[src/rtl/keylock_pkg.sv]
// Constants and state encoding shared by the keypad entry and code-compare blocks.
package keylock_pkg;
  localparam int CODE_WIDTH = 32;

  localparam logic [3:0] KEY_CLEAR = 4'hA;
  localparam logic [3:0] KEY_BACK  = 4'hB;
  localparam logic [3:0] KEY_ENTER = 4'hC;

  typedef enum logic {
    IDLE    = 1'b0,
    REBUILD = 1'b1
  } state_t;
endpackage

[src/rtl/keypad_entry_if.sv]
// Key-event handshake between the keypad scanner and the entry block.
interface keypad_entry_if;
  logic       key_valid;
  logic [3:0] key_code;
  logic       key_ready;

  modport master (output key_valid, output key_code, input key_ready);
  modport slave  (input key_valid, input key_code, output key_ready);
endinterface

[src/rtl/mul10_add.sv]
// Combinational x*10 + d, truncated to WIDTH bits.
module mul10_add #(
  parameter int WIDTH = 32
) (
  input  logic [WIDTH-1:0] x,
  input  logic [3:0]       d,
  output logic [WIDTH-1:0] y
);
  assign y = (x << 3) + (x << 1) + {{(WIDTH-4){1'b0}}, d};
endmodule

[src/rtl/keypad_entry.sv]
// Accumulates keypad digits into a binary code value; latches it on enter.
module keypad_entry
  import keylock_pkg::*;
#(
  parameter int WIDTH      = CODE_WIDTH,
  parameter int MAX_DIGITS = 9
) (
  input  logic             hwclk,
  input  logic             rst,
  keypad_entry_if.slave    key,
  output logic [WIDTH-1:0] entry,
  output logic [3:0]       digit_count,
  output logic [WIDTH-1:0] code,
  output logic             code_valid,
  output logic             overflow
);
  localparam logic [3:0] MAXD = 4'(MAX_DIGITS);

  state_t           state, state_d;
  logic [3:0]       digits_q [MAX_DIGITS];
  logic [WIDTH-1:0] acc;
  logic [3:0]       idx;
  logic [WIDTH-1:0] entry_push, acc_next;
  logic             accept, is_digit, rebuild_last;

  assign key.key_ready = (state == IDLE) && !rst;
  assign accept        = key.key_valid && key.key_ready;
  assign is_digit      = (key.key_code <= 4'd9);
  assign rebuild_last  = (idx == digit_count - 4'd1);

  mul10_add #(.WIDTH(WIDTH)) u_digit_path (
    .x(entry), .d(key.key_code), .y(entry_push)
  );

  mul10_add #(.WIDTH(WIDTH)) u_rebuild_path (
    .x(acc), .d(digits_q[idx]), .y(acc_next)
  );

  always_ff @(posedge hwclk or posedge rst) begin
    if (rst) state <= IDLE;
    else     state <= state_d;
  end

  always_comb begin
    state_d = state;
    case (state)
      IDLE:    if (accept && key.key_code == KEY_BACK && digit_count >= 4'd2)
                 state_d = REBUILD;
      REBUILD: if (rebuild_last) state_d = IDLE;
      default: state_d = IDLE;
    endcase
  end

  // Buffer contents need no reset: digit_count bounds every read.
  always_ff @(posedge hwclk) begin
    if (accept && is_digit && digit_count != MAXD)
      digits_q[digit_count] <= key.key_code;
  end

  always_ff @(posedge hwclk or posedge rst) begin
    if (rst) begin
      entry       <= '0;
      digit_count <= '0;
      code        <= '0;
      code_valid  <= 1'b0;
      overflow    <= 1'b0;
      acc         <= '0;
      idx         <= '0;
    end else begin
      code_valid <= 1'b0;
      overflow   <= 1'b0;
      if (state == REBUILD) begin
        // Replay the surviving digits oldest-first; entry only moves on the last pass.
        acc <= acc_next;
        idx <= idx + 4'd1;
        if (rebuild_last) entry <= acc_next;
      end else if (accept) begin
        if (is_digit) begin
          if (digit_count == MAXD) begin
            overflow <= 1'b1;
          end else begin
            entry       <= entry_push;
            digit_count <= digit_count + 4'd1;
          end
        end else begin
          case (key.key_code)
            KEY_CLEAR: begin
              entry       <= '0;
              digit_count <= '0;
            end
            KEY_ENTER: begin
              code        <= entry;
              code_valid  <= 1'b1;
              entry       <= '0;
              digit_count <= '0;
            end
            KEY_BACK: begin
              if (digit_count == 4'd1) begin
                entry       <= '0;
                digit_count <= '0;
              end else if (digit_count >= 4'd2) begin
                digit_count <= digit_count - 4'd1;
                acc         <= '0;
                idx         <= '0;
              end
            end
            default: ;
          endcase
        end
      end
    end
  end
endmodule

[src/flat_wrapper.sv]
// flat-port wrapper written by rule: the top's interface ports become plain ports
module keypad_entry_flat import keylock_pkg::*;
#(
  parameter int WIDTH      = CODE_WIDTH,
  parameter int MAX_DIGITS = 9
)
  (hwclk, rst, entry, digit_count, code, code_valid, overflow, key_key_valid, key_key_code, key_key_ready);
  keypad_entry_if key_i ();
  input  logic hwclk;
  input  logic rst;
  output logic [WIDTH-1:0] entry;
  output logic [3:0] digit_count;
  output logic [WIDTH-1:0] code;
  output logic code_valid;
  output logic overflow;
  input wire logic [$bits(key_i.key_valid)-1:0] key_key_valid;
  input wire logic [$bits(key_i.key_code)-1:0] key_key_code;
  output wire logic [$bits(key_i.key_ready)-1:0] key_key_ready;
  assign key_i.key_valid = key_key_valid;
  assign key_i.key_code = key_key_code;
  assign key_key_ready = key_i.key_ready;
  keypad_entry #(.WIDTH(WIDTH), .MAX_DIGITS(MAX_DIGITS)) u_core (.hwclk(hwclk), .rst(rst), .key(key_i), .entry(entry), .digit_count(digit_count), .code(code), .code_valid(code_valid), .overflow(overflow));
endmodule
[config.mk]
export PLATFORM = sky130hd
export DESIGN_NAME = keypad_entry_flat
export DESIGN_NICKNAME = d
export VERILOG_FILES = /design/src/rtl/keylock_pkg.sv /design/src/rtl/keypad_entry_if.sv /design/src/rtl/mul10_add.sv /design/src/rtl/keypad_entry.sv /design/src/flat_wrapper.sv
export SDC_FILE = /design/constraint.sdc
export NUM_CORES = 1
export LEC_CHECK = 0
export CAP_MARGIN = 15
export CORE_ASPECT_RATIO = 1.75
export CORE_UTILIZATION = 60
export CTS_CLUSTER_SIZE = 30
export DETAILED_ROUTE_END_ITERATION = 8
export PLACE_DENSITY = 0.87
export SLEW_MARGIN = 20
export SYNTH_ARGS = -nofsm -noshare
export SYNTH_HDL_FRONTEND = slang
export SYNTH_HIERARCHICAL = 1
export SYNTH_SLANG_ARGS = --single-unit
export TNS_END_PERCENT = 10
[constraint.sdc]
create_clock -name hwclk -period 5.35 [get_ports hwclk]
set_input_delay 0.535 -clock hwclk [delete_from_list [all_inputs] [get_ports hwclk]]
set_output_delay 0.535 -clock hwclk [all_outputs]
set_load 0.02 [all_outputs]
==> key figures, run 1 <==
Floorplan
  – Rows: 62
  – Die area: about 0.017 sq mm
  – Num ports: 78
  – Starting Density: 61.5%
  – Die height: approximately 170 microns
  – DIE WIDTH: 100 microns
  – Core region area: roughly 0.017 sq mm

Clocking
  – CTS hold repair buffers: 0
  – Clk buf depth: 2
  – CTS tree: done
  – Clk Latency, worst-skew pair: ~430 ps
  – Clock buffer count from CTS: 17
  – PostCTS Resize Cnt: 0
  – Sink Count: 142
  – Clk root buf: clkbuf_16
  – Clock transition at the registers of the reported paths: 70 ps
  – Postcts setup bufs: 0
  – H-Tree Depth: 4

Detailed routing
  – TritonRoute pass-1 iters: 5
  – Drt drc: 0
  – Wirelength per Cell: about 22 microns
  – DRT Wirelength: ~26000 microns
  – Initial DRC Count: 442
  – Vias: roughly 8000
  – Routed vias/inst: ~6.5
  – Post-DRT Antenna Nets: 0

Final layout
  – Share of cells above drive strength 1: between 10% and 20%
  – Final-stage net count: around 1100
  – Area grow syn2layout: 14.1%
  – Fillers: around 1100
  – Antenna cell count: 0

Timing
  – Fin crit period: 4620 ps
  – Worst Setup Slack, final: between 700 and 800 ps
  – Worst Tran Pin Value: ~1000 ps
  – Relative slew slack: between 30% and 40%
  – Clock skew: approximately 14 ps
  – Maximum clock rate: 216 MHz
  – Hold Violations, Final: 0
  – RSZ-0062 raised after global routing: false
  – Final setup vio count: 0
  – Tcrit/Tclk final: between 80 and 90%
  – Max Slew Vio Count: 0
  – Fin Hold WS: between 500 and 600 ps
  – Final setup TNS: 0 ps

GRT
  – First-pass GRT wire length: just over 40000 microns
  – Global route overflow: 0
  – Initial antenna violation count: 0
  – Number of global-route vias before repair: between 8000 and 9000
  – Gr usage total: between 30% and 40%
  – Largest net degree at the start of global routing: 75

Placed design
  – PortBufs: between 70 and 80
  – GP Congestion: ~0.94
  – Hpwl dp: around 19000 microns
  – Place WS: approximately 760 ps

Pwr
  – Cell Pwr Density: a little under 700 mW/mm^2
  – Peak VDD IR: between 0.4 and 0.5 mV
  – P_leak: 5.54 nW

Logic synthesis
  – Cell Area, Synth: 0.0102 sq mm
  – Syn_nets: 1061
  – Synth warnings: 6
  – Gate Count Post-Synth: 928
  – Syn avg cell area: 10.9 sq um

Worst setup path
  – Critical path data required time: ~5700 ps
  – CP max FO: 13
  – Setup crit end kind: register
  – Startpoint Class: register
  – Setup CP Type: register to register
  – Arrival @ worst endpoint: around 4900 ps

Run
  – Max Cap Viol: 0

Hold path
  – Min-delay worst type: register to register

Outcome
  – Status: complete, no violations
-- power by group --
group	switching (mW)	internal, mW
Sequential	0.426	1.41
Clock	0.527	0.659
Combinational	2.82	2.12
Total	3.77	4.19
-- metrics by stage --
| stage | area (sq um) | instances | util, % | power, mW |
|---|---|---|---|---|
| 4_1_cts | 11600 | 1222 | 70.2 | 7.85 |
| 3_3_place_gp | 11000 | 1190 | 66.7 | 6.44 |
| 2_1_floorplan | 10200 | 928 | - | 5.24 |
| 3_5_place_dp | 11000 | 1190 | 66.7 | 6.61 |
| 6_report | 11600 | 1222 | 70.2 | 7.96 |
| 5_1_grt | 11600 | 1222 | 70.2 | 8.40 |
-- layout make-up --
type	count	area, sq um	area share (%)
Multi-Input combinational cell	706	6040	52.1
Sequential cell	142	3730	32.2
Timing Repair Buffer	85	831	7.17
Clock buffer	18	429	3.70
Tap cell	224	280	2.42
Clock inverter	14	149	1.28
Inverter	33	126	1.09
-- registers in the layout, summed over array words and instances, names as in the netlist --
| name | cells |
|---|---|
| u_core/acc | 31 |
| u_core/digit_count | 4 |
| u_core/code | 32 |
| u_core/code_valid | 1 |
| u_core/idx | 4 |
| u_core/overflow | 1 |
| u_core/state | 1 |
| u_core/entry | 32 |
| u_core/digits_q | 36 |
-- final timing paths --
path | from | endpoint | slack, ps | cells past startpoint
max reg2reg | u_core/idx[0] | u_core/entry[19] | 730 | 16
min in group asynchronous | rst | u_core/idx[3] | 660 | 2
min reg2reg | u_core/code[0] | u_core/code[0] | 500 | 1
min | u_core/code[0] | u_core/code[0] | 500 | 1
max in group asynchronous | rst | u_core/entry[24] | 3530 | 3
max | u_core/idx[0] | u_core/entry[19] | 730 | 16
-- layout by cell type (no fill, tap or decap), types with 8 or more instances in the layout --
cell and n:
clkdlybuf4s50_1 77, nor2_1 34, mux2_2 31, ha_1 122, nor3_1 12, a21o_1 22, nand4_1 16, a22o_1 64
buf_4 8, o21ai_0 36, clkbuf_16 17, nand3_1 13, nand2_1 55, a21oi_1 58, o21bai_1 8, nor2b_1 8
inv_1 32, mux2_4 30, edfxtp_1 36, mux4_2 8, and2_1 11, dfrtp_1 105, xor2_1 23, xnor2_1 40
-- per-layer routing --
| layer | vias up | GRT usage [%] | share of wire [%] |
|---|---|---|---|
| li1 | 3592 | - | - |
| met1 | 3848 | 29.6 | 33 |
| met2 | 373 | 57.2 | 55 |
| met3 | 154 | 5.31 | 4.1 |
| met4 | 0 | 25.1 | 8.0 |
| met5 | - | 0 | 0 |
-- critical path: stages, from the launching register on --
cell and delay, ps:
dfrtp_1 750, mux4_2 580, mux2i_1 150, o21ai_0 90, inv_1 80, fa_1 450
inv_1 80, ha_1 220, nand3_1 120, a21oi_2 80, o21ai_2 170, o22ai_2 150
o41ai_1 630, o21ai_0 240, xor2_1 200, a22o_1 240, mux2_4 260
No activity file was read; power rests on OpenSTA's default activity.
==> inputs of run 2 (changes only) <==
--- a/config.mk
+++ b/config.mk
@@ -5,11 +5,13 @@
 export SDC_FILE = /design/constraint.sdc
 export NUM_CORES = 1
 export LEC_CHECK = 0
+export ABC_CLOCK_PERIOD_IN_PS = 5350
 export CAP_MARGIN = 15
 export CORE_ASPECT_RATIO = 1.75
 export CORE_UTILIZATION = 60
 export CTS_CLUSTER_SIZE = 30
 export DETAILED_ROUTE_END_ITERATION = 8
+export MAX_ROUTING_LAYER = met4
 export PLACE_DENSITY = 0.87
 export SLEW_MARGIN = 20
 export SYNTH_ARGS = -nofsm -noshare
==> run 2 against run 1 <==
Clock power about the same. Critical path depth unchanged. Count of clock-buffer cells in the layout up 2. First-iteration DRC count down 6.8%. Setup slack better by 24 ps. Cell count about the same. Die area unchanged. Sequential share of layout area about the same. Core utilization up 0.091 points. Flip-flop and latch count unchanged. Critical endpoint is now u_core/entry[30]. Clock skew down 6.7 ps. Highest routed layer unchanged.
==> key figures, run 2 (same netlist as run 1, synthesis figures left out) <==
Final layout
  – Largest regs: u_core/digits_q (36), u_core/code (32), u_core/entry (32)
  – Share of cells above drive strength 1: 13.8% (+0.086 points)
  – Biggest register: u_core/digits_q
  – Antenna cell count: 0 (unchanged)
  – Area grow syn2layout: 14.3%
  – Multi-input logic area: 0.00604 sq mm (unchanged)
  – Most common cell after layout, fill and taps aside: ha_1
  – Max reg flops: 36 (unchanged)
  – Fillers: 1195 (+4.1%)
  – Final-stage net count: 1119 (+0.089%)
  – Sequential cell area: 0.00373 sq mm (unchanged)
  – Commonest cells after routing, fill and taps aside: ha_1, dfrtp_1, clkdlybuf4s50_1, a22o_1, a21oi_1

Pwr
  – Peak VDD IR: 0.517 mV (+10%)
  – Switching pwr: 3.68 mW (-2.4%)
  – Power, Total: 7.93 mW (-0.43%)
  – Cell Pwr Density: 683 mW/mm^2 (-0.56%)
  – Switching Share: 46.5% (-0.92 points)
  – Internal power: 4.25 mW (+1.3%)
  – P_leak: 5.55 nW (+0.21%)
  – Sequential power share: 23.3% (+0.3 points)
  – Clk network pwr share: 14.9% (about the same)
  – Combinational share of power: 61.9% (-0.2 points)

Clocking
  – Postcts setup bufs: 0 (unchanged)
  – Clk buf depth: 2 (unchanged)
  – Clk Latency, worst-skew pair: 430 ps (about the same)
  – Clock transition at the registers of the reported paths: 60 ps (about the same)
  – Clock buffer count from CTS: 17 (unchanged)
  – Sink Count: 142 (unchanged)
  – CTS tree: done
  – Clk root buf: clkbuf_16
  – CTS hold repair buffers: 0 (unchanged)
  – H-Tree Depth: 4 (unchanged)
  – PostCTS Resize Cnt: 0 (unchanged)

Placed design
  – GP Congestion: 0.963 (+2.3%)
  – Hpwl dp: 18900 microns (-0.46%)
  – PortBufs: 77 (unchanged)
  – Place WS: 834 ps (+70.0 ps)

Floorplan
  – Num ports: 78 (unchanged)
  – Starting Density: 61.5% (unchanged)
  – DIE WIDTH: 100 microns (unchanged)
  – Core region area: 0.0165 sq mm (unchanged)
  – Die area: 0.0175 sq mm (unchanged)
  – Rows: 62 (unchanged)
  – Die height: 174 microns (unchanged)

Detailed routing
  – Routed vias/inst: 6.48 (-0.58%)
  – DRT Wirelength: 25900 microns (-1.6%)
  – Post-DRT Antenna Nets: 0 (unchanged)
  – TritonRoute pass-1 iters: 5 (unchanged)
  – Wirelength per Cell: 21.2 microns (-1.7%)
  – Initial DRC Count: 412 (-6.8%)
  – Drt drc: 0 (unchanged)
  – Vias: 7927 (-0.50%)

Worst setup path
  – Worst setup path end: u_core/entry[30]
  – Setup crit end kind: register
  – Slowest-stage cell, CP: dfrtp_1
  – Worst-path cell chain: mux4_2, mux2i_1, o21ai_0, ha_1, ha_1, inv_1, fa_1, nor2b_1, o31a_2, o211ai_2, a2111oi_1, nor2_1, o21ai_0, xor2_1, a22o_1, mux2_2
  – Worst R2R Path Depth: 16 (unchanged)
  – CP max stage delay: 740 ps (about the same)
  – R2r setup slk: 750 ps (+20 ps)
  – Origin of the worst setup path: u_core/idx[0]
  – Startpoint Class: register
  – Reg-to-reg startpoint: u_core/idx[0]
  – Critical path data required time: 5660 ps (about the same)
  – Arrival @ worst endpoint: 4910 ps (-20 ps)
  – Setup CP Type: register to register
  – RR Endpoint: u_core/entry[30]
  – CP max FO: 13 (unchanged)

Timing
  – Maximum clock rate: 217 MHz (+0.52%)
  – Hold Violations, Final: 0 (unchanged)
  – Worst Setup Slack, final: 750 ps (+24.1 ps)
  – Worst Tran Pin Value: 804 ps (-219 ps)
  – Relative slew slack: 46.4% (+15 points)
  – Max Slew Vio Count: 0 (unchanged)
  – Fin crit period: 4600 ps (-24.1 ps)
  – Final setup TNS: 0 ps (unchanged)
  – Final setup vio count: 0 (unchanged)
  – RSZ-0062 raised after global routing: false
  – Clock skew: 7.74 ps (-6.69 ps)
  – Tcrit/Tclk final: 86.0% (-0.45 points)
  – Fin Hold WS: 500 ps (-1.09 ps)

GRT
  – Largest net degree at the start of global routing: 71 (-5.3%)
  – Gr usage total: 32.2% (+1.0 points)
  – Initial antenna violation count: 0 (unchanged)
  – Global route overflow: 0 (unchanged)
  – Number of global-route vias before repair: 8172 (-1.1%)
  – First-pass GRT wire length: 41500 microns (about the same)

Run
  – Max Cap Viol: 0 (unchanged)

Hold path
  – HP Start: u_core/code[0]
  – Min-delay worst type: register to register

Outcome
  – Status: complete, no violations
[run 2: cell count changes in the layout (fill, tap and decap cells not counted)]
cell	previous run	this run
inv_6	5	2
inv_8	3	0
clkinv_2	0	2
buf_4	8	9
bufinv_16	1	2
clkbuf_4	0	1
clkbuf_8	0	1
inv_4	1	2
[run 2: worst max-delay path: cells and delay by family (launching register included)]
family / cells / cell delay (ps)
AO/OA/AOI/OAI: 6 / 1350
XOR/XNOR: 1 / 110
adder cells (fa/ha/maj): 3 / 910
buffers and inverters: 1 / 60
flip-flops: 1 / 740
multiplexers: 3 / 1000
AND/OR/NAND/NOR: 2 / 300
[run 2: per-layer routing]
metal	vias up	routed length [microns]	share of wire (%)	GRT usage, %
li1	3582	-	-	-
met1	3840	8430	33	29.0
met2	358	13900	54	56.3
met3	147	1150	4.4	5.83
met4	0	2400	9.3	28.3
met5	-	0	0	-
[run 2: stage by stage]
step           cells  instance area (sq um)  utilization (%)
2_1_floorplan    928                  10200                -
3_3_place_gp    1191                  11000             66.7
3_5_place_dp    1191                  11000             66.7
4_1_cts         1223                  11600             70.3
5_1_grt         1223                  11600             70.3
6_report        1223                  11600             70.3
[run 2: how the worst min path moves through the flow]
stage | endpoint | cells past startpoint
global route | u_core/code[19] | 1
CTS | u_core/code[0] | 1
floorplan | u_core/acc[29] | 1
finish | u_core/code[0] | 1
global placement | u_core/code[23] | 1
detailed placement | u_core/code[0] | 1
[run 2: power groups by stage]
stage          clock network (mW)  registers [mW]  logic [mW]
5_1_grt                      1.24            1.89        5.28
4_1_cts                      1.20            1.84        4.83
2_1_floorplan                   0            1.86        3.38
3_3_place_gp                    0            1.84        4.63
3_5_place_dp                    0            1.86        4.76
6_report                     1.18            1.85        4.90
[run 2: cell type report]
cell class	count	share of cell area, %
well taps	224	2.41
clock buffers	20	3.88
inverters	33	1.09
clock inverters	12	1.16
repair buffers	86	7.22
multi-input cells	706	52.1
flip-flops and latches	142	32.2
